## src/rtl/alu_pkg.sv

```systemverilog
// Shared ALU control encodings and FSM state type for ALU-sharing logic.
package alu_pkg;

  localparam int CTR_W = 3;

  localparam logic [CTR_W-1:0] ALU_ADDU = 3'b000;
  localparam logic [CTR_W-1:0] ALU_ADD  = 3'b001;
  localparam logic [CTR_W-1:0] ALU_OR   = 3'b010;
  localparam logic [CTR_W-1:0] ALU_SUBU = 3'b100;
  localparam logic [CTR_W-1:0] ALU_SUB  = 3'b101;
  localparam logic [CTR_W-1:0] ALU_SLTU = 3'b110;
  localparam logic [CTR_W-1:0] ALU_SLT  = 3'b111;

  typedef enum logic [1:0] {
    IDLE = 2'd0,
    EXEC = 2'd1,
    RESP = 2'd2
  } state_e;

endpackage

```

## src/rtl/rr_arb2.sv

```systemverilog
// Two-way round-robin arbiter, purely combinational.
// On a tie the requester that did not win last time is granted.
module rr_arb2 (
  input  logic [1:0] req,
  input  logic       last_grant,
  output logic [1:0] gnt,
  output logic       gnt_id
);

  always_comb begin
    gnt = 2'b00;
    unique case (req)
      2'b01:   gnt = 2'b01;
      2'b10:   gnt = 2'b10;
      2'b11:   gnt = last_grant ? 2'b01 : 2'b10;
      default: gnt = 2'b00;
    endcase
  end

  assign gnt_id = gnt[1];

endmodule

```

## src/rtl/alu_share_arbiter.sv

```systemverilog
// Shares one combinational ALU between two requesters.
// One op in flight: accept, execute, hold response until consumed.
module alu_share_arbiter #(
  parameter int WIDTH = 32,
  parameter int CTR_W = 3
) (
  input  logic             clk,
  input  logic             rst,
  input  logic             req0_valid,
  output logic             req0_ready,
  input  logic [CTR_W-1:0] req0_ctr,
  input  logic [WIDTH-1:0] req0_a,
  input  logic [WIDTH-1:0] req0_b,
  output logic             rsp0_valid,
  input  logic             rsp0_ready,
  input  logic             req1_valid,
  output logic             req1_ready,
  input  logic [CTR_W-1:0] req1_ctr,
  input  logic [WIDTH-1:0] req1_a,
  input  logic [WIDTH-1:0] req1_b,
  output logic             rsp1_valid,
  input  logic             rsp1_ready,
  output logic [WIDTH-1:0] rsp_result,
  output logic             rsp_ovf,
  output logic             rsp_zero,
  output logic [CTR_W-1:0] alu_ctr,
  output logic [WIDTH-1:0] alu_a,
  output logic [WIDTH-1:0] alu_b,
  input  logic [WIDTH-1:0] alu_result,
  input  logic             alu_overflow,
  input  logic             alu_zero
);

  import alu_pkg::*;

  state_e           r_state;
  state_e           w_next;
  logic             r_last_grant;
  logic             r_grant_id;
  logic [CTR_W-1:0] r_ctr;
  logic [WIDTH-1:0] r_a;
  logic [WIDTH-1:0] r_b;
  logic [WIDTH-1:0] r_result;
  logic             r_ovf;
  logic             r_zero;

  logic [1:0] w_req;
  logic [1:0] w_gnt;
  logic       w_gnt_id;
  logic       w_idle;
  logic       w_accept;
  logic       w_rsp_ready;

  assign w_req = {req1_valid, req0_valid};

  rr_arb2 u_arb (
    .req        (w_req),
    .last_grant (r_last_grant),
    .gnt        (w_gnt),
    .gnt_id     (w_gnt_id)
  );

  // rst gates the readys so nothing is offered while reset is held
  assign w_idle      = (r_state == IDLE) && !rst;
  assign w_accept    = w_idle && (w_req != 2'b00);
  assign w_rsp_ready = r_grant_id ? rsp1_ready : rsp0_ready;

  always_ff @(posedge clk or posedge rst) begin
    if (rst) r_state <= IDLE;
    else     r_state <= w_next;
  end

  always_comb begin
    w_next = r_state;
    unique case (r_state)
      IDLE:    if (w_accept) w_next = EXEC;
      EXEC:    w_next = RESP;
      RESP:    if (w_rsp_ready) w_next = IDLE;
      default: w_next = IDLE;
    endcase
  end

  always_comb begin
    req0_ready = w_idle && w_gnt[0];
    req1_ready = w_idle && w_gnt[1];
    rsp0_valid = (r_state == RESP) && !r_grant_id;
    rsp1_valid = (r_state == RESP) &&  r_grant_id;
    alu_ctr    = '0;
    alu_a      = '0;
    alu_b      = '0;
    if (r_state == EXEC) begin
      alu_ctr = r_ctr;
      alu_a   = r_a;
      alu_b   = r_b;
    end
  end

  always_ff @(posedge clk or posedge rst) begin
    if (rst) begin
      r_last_grant <= 1'b1;
      r_grant_id   <= 1'b0;
      r_ctr        <= '0;
      r_a          <= '0;
      r_b          <= '0;
    end else if (w_accept) begin
      r_last_grant <= w_gnt_id;
      r_grant_id   <= w_gnt_id;
      r_ctr        <= w_gnt_id ? req1_ctr : req0_ctr;
      r_a          <= w_gnt_id ? req1_a   : req0_a;
      r_b          <= w_gnt_id ? req1_b   : req0_b;
    end
  end

  always_ff @(posedge clk or posedge rst) begin
    if (rst) begin
      r_result <= '0;
      r_ovf    <= 1'b0;
      r_zero   <= 1'b0;
    end else if (r_state == EXEC) begin
      r_result <= alu_result;
      r_ovf    <= alu_overflow;
      r_zero   <= alu_zero;
    end
  end

  assign rsp_result = r_result;
  assign rsp_ovf    = r_ovf;
  assign rsp_zero   = r_zero;

endmodule

```

## config.mk

```make
export PLATFORM = sky130hd
export DESIGN_NAME = alu_share_arbiter
export DESIGN_NICKNAME = d
export VERILOG_FILES = /design/src/rtl/alu_pkg.sv /design/src/rtl/rr_arb2.sv /design/src/rtl/alu_share_arbiter.sv
export SDC_FILE = /design/constraint.sdc
export NUM_CORES = 1
export LEC_CHECK = 0
export BUFFER_PORTS_ARGS = -buffer_cell sky130_fd_sc_hd__buf_2
export CAP_MARGIN = 40
export CORE_MARGIN = 5
export CORE_UTILIZATION = 30
export DETAILED_ROUTE_END_ITERATION = 12
export PLACE_DENSITY_LB_ADDON = 0.05
export SLEW_MARGIN = 20
export SYNTH_ARGS = -nofsm -noshare
export SYNTH_HDL_FRONTEND = slang
export SYNTH_SLANG_ARGS = --single-unit
```

## constraint.sdc

```tcl
create_clock -name clk -period 3.5 [get_ports clk]
set_input_delay 0.7 -clock clk [delete_from_list [all_inputs] [get_ports clk]]
set_output_delay 0.7 -clock clk [all_outputs]
set_load 0.03 [all_outputs]
```

==> results.md, run 1 <==
* Status: finished, final reports clean
* Area grow syn2layout at 38.2%
* Arr. time, crit path at 1770 ps
* Slew Limit Fails at 0
* Final Hold Fails at 0
* Final Cycle Share at between 70% and 80%
* Postcts setup bufs at 0
* Htree depth at 3
* Fmax at 405 MHz
* Reg clk slew, reported paths at 70 ps
* Chip width at 141 um
* Final min period at 2470 ps
* CP cell instances: or3_2, nor3b_1, buf_2
* Hpwl dp at 12.4 mm
* Layout net count at 901
* Average size of a mapped cell at 10.8 um2
* Initial DRC count at about 220
* Met1 Usage GRT at 23.0%
* Max Cap Viol at 0
* I/O pin count at 279
* Row count at 47
* Asr flop ratio synth at 100%
* Ant diodes at 0
* Worst Path Required at 2800 ps
* Core ar. at 16600 um2
* Share of cells above drive strength 1 at between 50% and 60%
* Layer with the highest usage: met2
* DRC viols at 0
* Sequential share of the synthesized area at 51.4%
* First-pass GRT wire length at 28.2 mm
* EDFF count, synth at 0
* RSZ-0062 raised after global routing: no
* Worst setup path class: reg -> out
* Grt total ovfl at 0
* Design Power at ~5.8 mW
* Die Ht at ~140 um
* Starting density of the core at 30.8%
* Vias in the first global route at about 5100
* Cell depth of the worst flop-to-flop path at 4
* Mapped Area at roughly 5100 um2
* Final setup viols at 0
* Setup TNS at 0 ps
* Port buffer count at 278
* Synthesis Warnings at 0
* Clk root buf: clkbuf_16
* Antenna violations before repair at 2
* Met2 global-route usage at 27.8%
* Clk Latency, worst-skew pair at ~350 ps
* TritonCTS clock tree: done
* Leakage at 3.55 nW
* Most used flip-flop cell after synthesis: dfrtp_1
* Hold/Removal Path Class: in -> async
* Met3 Usage GRT at under 10%
* CP startpoint kind: flop
* Cells after Synth at approximately 480
* Crit Path Max Fanout at 4
* Slew margin rel. at 44.1%
* Worst slew pin tran at 838 ps
* Crit end category: primary output
* Worst path max stage delay at 480 ps
* Total GRT Usage at 17.6%
* RePlAce Congestion at ~0.84
* Syn Nets at around 650
* Antenna Nets Post-Route at 0
* Num CTS Buffers at 9
* CTS max path bufs at 2
* Drt pass-1 iters at 4
* Synth Register Bits at 105
* Post-Route WL at about 18 mm
* Leading cell types in the layout, fill and taps excluded: buf_2 (278), dfrtp_1 (104), nand2_1 (68)
* Die Area at 19800 um2
* Maximum VDD drop at about 320 uV
* CP max-delay cell: or3_2
* Drt via density at 5.03
* Wire per inst at 18.7 um
* CTS resizes at 0
* Layout Skew at approximately 7.0 ps
* Hold Buf Count CTS at 0
* Largest net degree at the start of global routing at 70
* Power per cell area at 823 nW/um2
* Commonest non-fill, non-tap cell in the layout: buf_2
* Netlist cell types at 23
* Clock sink total at 105
* Via Count at 4784
[final timing paths]
check,slack (ps),start,endpoint
min in group clk,500,rsp_result[0],rsp_result[0]
worst min-delay path,270,rst,r_b[7]
worst max-delay path,1030,r_state[1],req0_ready
worst max register to register,1420,r_state[1],r_a[11]
worst min register to register,500,rsp_result[0],rsp_result[0]
max in group asynchronous,2340,rst,r_last_grant
[power by group]
part / internal (mW) / total [mW] / switching, mW
clock: 0.584 / 1.07 / 0.489
combinational: 1.05 / 2.64 / 1.59
sequential: 1.80 / 2.11 / 0.308
[routing by layer]
layer | wire length [um] | share of wire (%) | vias up
met5 | 21 | 0.12 | -
met4 | 470 | 2.6 | 4
met3 | 1490 | 8.4 | 31
met2 | 8410 | 47 | 232
met1 | 7400 | 42 | 2304
li1 | - | - | 2213
[per-stage QoR]
stage | util [%] | hold slack, ps | std cells | setup slack [ps] | cell area [um2]
floorplan | - | 471 | 475 | 41.1 | 5120
global placement | 40.2 | 484 | 933 | 959 | 6690
detailed placement | 40.2 | 490 | 933 | 1060 | 6690
CTS | 42.1 | 507 | 949 | 1010 | 7000
global route | 42.5 | 276 | 952 | 933 | 7070
finish | 42.5 | 271 | 952 | 1030 | 7070
[synthesized netlist by cell type (2+ instances only)]
cell type,count,share of area [%]
nor2b_1,2,0.24
nor3_1,49,4.8
dfrtp_1,104,51
and2_1,67,8.2
nand2_1,68,5.0
mux2_2,35,7.7
inv_1,3,0.22
a21o_1,2,0.29
clkbuf_1,32,2.3
buf_6,3,0.66
nor2_1,2,0.15
nor3_2,19,3.7
a221o_1,67,13
buf_2,13,1.3
[cell type report]
cell class	count	area, um2
Clock inverter	6	73.8
Timing Repair Buffer	291	1570
Inverter	3	13.8
Fill cell	1723	9570
Clock buffer	10	239
Tap cell	220	275
Multi-Input combinational cell	317	2280
Sequential cell	105	2630
[logic make-up (layout without fill, tap and decap cells)]
kind of cell / after synthesis / in the layout / synth area share [%]
AOI/OAI and AO/OA: 71 / 71 / 13.6
buffers and inverters: 53 / 310 / 4.72
DFF: 105 / 105 / 51.4
muxes: 35 / 35 / 7.70
and+or+nand+nor: 211 / 211 / 22.6
[worst max-delay path, delay by kind of cell, from the launching register on]
family / cells / cell delay (ps)
buffers and inverters: 1 / 250
flip-flops: 1 / 440
AND/OR/NAND/NOR: 2 / 720
[state kept, by name, summed over array words and instances, names as in the netlist]
name          count
r_a              32
r_b              32
rsp_result       32
r_ctr             3
r_state           2
r_grant_id        1
r_last_grant      1
rsp_ovf           1
rsp_zero          1
Power figures use the tool's default switching activity.
==> inputs of run 2 (changes only) <==
==> constraint.sdc (replaced) <==
create_clock -name clk -period 2.3 [get_ports clk]
set_input_delay 0.46 -clock clk [delete_from_list [all_inputs] [get_ports clk]]
set_output_delay 0.46 -clock clk [all_outputs]
set_load 0.03 [all_outputs]
==> run 2 against run 1 <==
Global-route usage fell by 0.69 points. Non-clock buffer count rose by 1. Routed wire length fell by 2.1%. Worst hold slack got worse by 33 ps. Clock power rose by 40%. Via count fell by 0.96%. Die area did not move. Setup slack got worse by 970 ps. Largest power group unchanged.
==> results.md, run 2 (synthesized netlist as in run 1, its figures left out) <==
* Status: finished, final reports clean
* WP buf/inv at 2 (+1)
* Arr. time, crit path at 1780 ps (about the same)
* Core ar. at 16600 um2 (unchanged)
* Maximum VDD drop at 494 uV (+55%)
* Share of cells above drive strength 1 at 50.8% (+0.48 points)
* Post-Place Worst Slack at 382 ps (-674 ps)
* Final min period at around 2200 ps
* R2R Path Start: r_state[1]
* R2r endpoint: r_a[15]
* Grt total ovfl at 0 (unchanged)
* TritonCTS clock tree: done
* CP cell instances: nor2b_4, clkbuf_16, and2_1, clkbuf_4
* Die Ht at 141 um (unchanged)
* Row count at 47 (unchanged)
* Crit end category: primary output
* Final Cycle Share at between 90% and 100%
* Die Area at 19800 um2 (unchanged)
* Worst setup margin at 63.3 ps (-968 ps)
* Via Count at 4738 (-0.96%)
* Final Hold Fails at 0 (unchanged)
* Hold/Removal Path Class: in -> async
* Leakage at 3.54 nW (-0.43%)
* Worst path max stage delay at 430 ps (-50 ps)
* DRC viols at 0 (unchanged)
* Htree depth at 3 (unchanged)
* Worst slew pin tran at 731 ps (-107 ps)
* Hpwl dp at 12.5 mm (+0.46%)
* Worst Path Required at 1840 ps (-960 ps)
* Clock sink total at 105 (unchanged)
* Area grow syn2layout at 37.9%
* Design Power at 8.72 mW (+50%)
* Initial DRC count at 171 (-20%)
* Num CTS Buffers at 9 (unchanged)
* Post-Route WL at 17.4 mm (-2.1%)
* Crit Path Max Fanout at 102 (+98)
* Port buffer count at 278 (unchanged)
* Max Cap Viol at 0 (unchanged)
* Antenna violations before repair at 1 (-1)
* Vias in the first global route at 4907 (-3.9%)
* Layout net count at 902 (+0.11%)
* CP startpoint kind: flop
* Leading cell types in the layout, fill and taps excluded: buf_2 (274), dfrtp_1 (104), nand2_1 (68)
* Crit-path leading delay family: buffers and inverters
* CP max-delay cell: dfrtp_1
* Reg2Reg Setup Slack at 540 ps (-880 ps)
* Drt pass-1 iters at 4 (unchanged)
* Wire per inst at 18.3 um (-2.4%)
* First-pass GRT wire length at 27.0 mm (-4.3%)
* Commonest non-fill, non-tap cell in the layout: buf_2
* Clk root buf: clkbuf_16
* RePlAce Congestion at 0.783 (-7.2%)
* Cell depth of the worst flop-to-flop path at 4 (unchanged)
* Slew Limit Fails at 0 (unchanged)
* Power per cell area at 1240 nW/um2 (+50%)
* Final setup viols at 0 (unchanged)
* Area of the multi-input gates at 2290 um2 (+0.44%)
* Layout Skew at 11.1 ps (+4.02 ps)
* Total GRT Usage at 16.9% (-0.69 points)
* Sequential Area at 2630 um2 (unchanged)
* CTS max path bufs at 2 (unchanged)
* Antenna Nets Post-Route at 0 (unchanged)
* Worst setup path class: reg -> out
* Slew margin rel. at 51.2% (+7.1 points)
* Fmax at 447 MHz
* Drt via density at 4.96 (-1.3%)
* Chip width at 141 um (unchanged)
* Starting density of the core at 30.8% (unchanged)
* Layout fillers at 1683 (-2.3%)
* Clk Latency, worst-skew pair at 350 ps (about the same)
* I/O pin count at 279 (unchanged)
* Final Core Density at 42.4% (-0.11 points)
* Reg clk slew, reported paths at 80 ps (about the same)
* Largest net degree at the start of global routing at 103 (+47%)
* Hold Buf Count CTS at 0 (unchanged)
==> run 2: through the flow <==
stage / instance area (um2) / hold WS (ps) / instances / setup TNS, ps
global route: 7050 / 274 / 954 / -1.10
global placement: 6750 / 483 / 937 / 0
detailed placement: 6750 / 491 / 937 / 0
finish: 7060 / 238 / 955 / 0
floorplan: 5130 / 471 / 475 / 0
CTS: 7030 / 241 / 953 / 0
==> run 2: routing by layer <==
| layer | up-vias | global-route usage [%] | part of all wire [%] |
|---|---|---|---|
| li1 | 2223 | - | - |
| met1 | 2270 | 22.5 | 43 |
| met2 | 222 | 26.4 | 46 |
| met3 | 23 | 4.67 | 8.6 |
| met4 | 0 | 6.22 | 2.0 |
| met5 | - | 0 | 0 |
==> run 2: what timing repair did <==
action                                 in CTS  in global routing
buffers inserted                            0                  0
endpoints found under the hold margin       0                  0
setup endpoints to repair                   0                  9
resized for setup                           0                  8
==> run 2: tightest hold or removal path, cell delays in order <==
cell and delay, ps:
buf_2 130, clkinvlp_4 70, buf_4 340
==> run 2: area by class of cell <==
cell class | count | share of cell area [%]
diodes | 2 | 0.0709
clock buffers | 9 | 3.19
clock inverters | 7 | 0.833
inverters | 3 | 0.213
multi-input cells | 317 | 32.4
flip-flops and latches | 105 | 37.3
well taps | 220 | 3.90
repair buffers | 292 | 22.1
==> run 2: worst max path at each step <==
stage	depth (start not counted)	endpoint	start	slack [ps]
final	4	alu_a[24]	r_state[1]	60
after global routing	4	alu_b[31]	r_state[1]	-1
after CTS	4	alu_b[15]	r_state[1]	60
after detailed placement	4	req0_ready	rst	380
after global placement	4	req0_ready	rst	390
after floorplan	5	req0_ready	rst	230
==> run 2: power by group <==
part	internal (mW)	total, mW	switching (mW)
combinational	1.60	4.03	2.42
sequential	2.74	3.20	0.455
clock	0.755	1.50	0.742
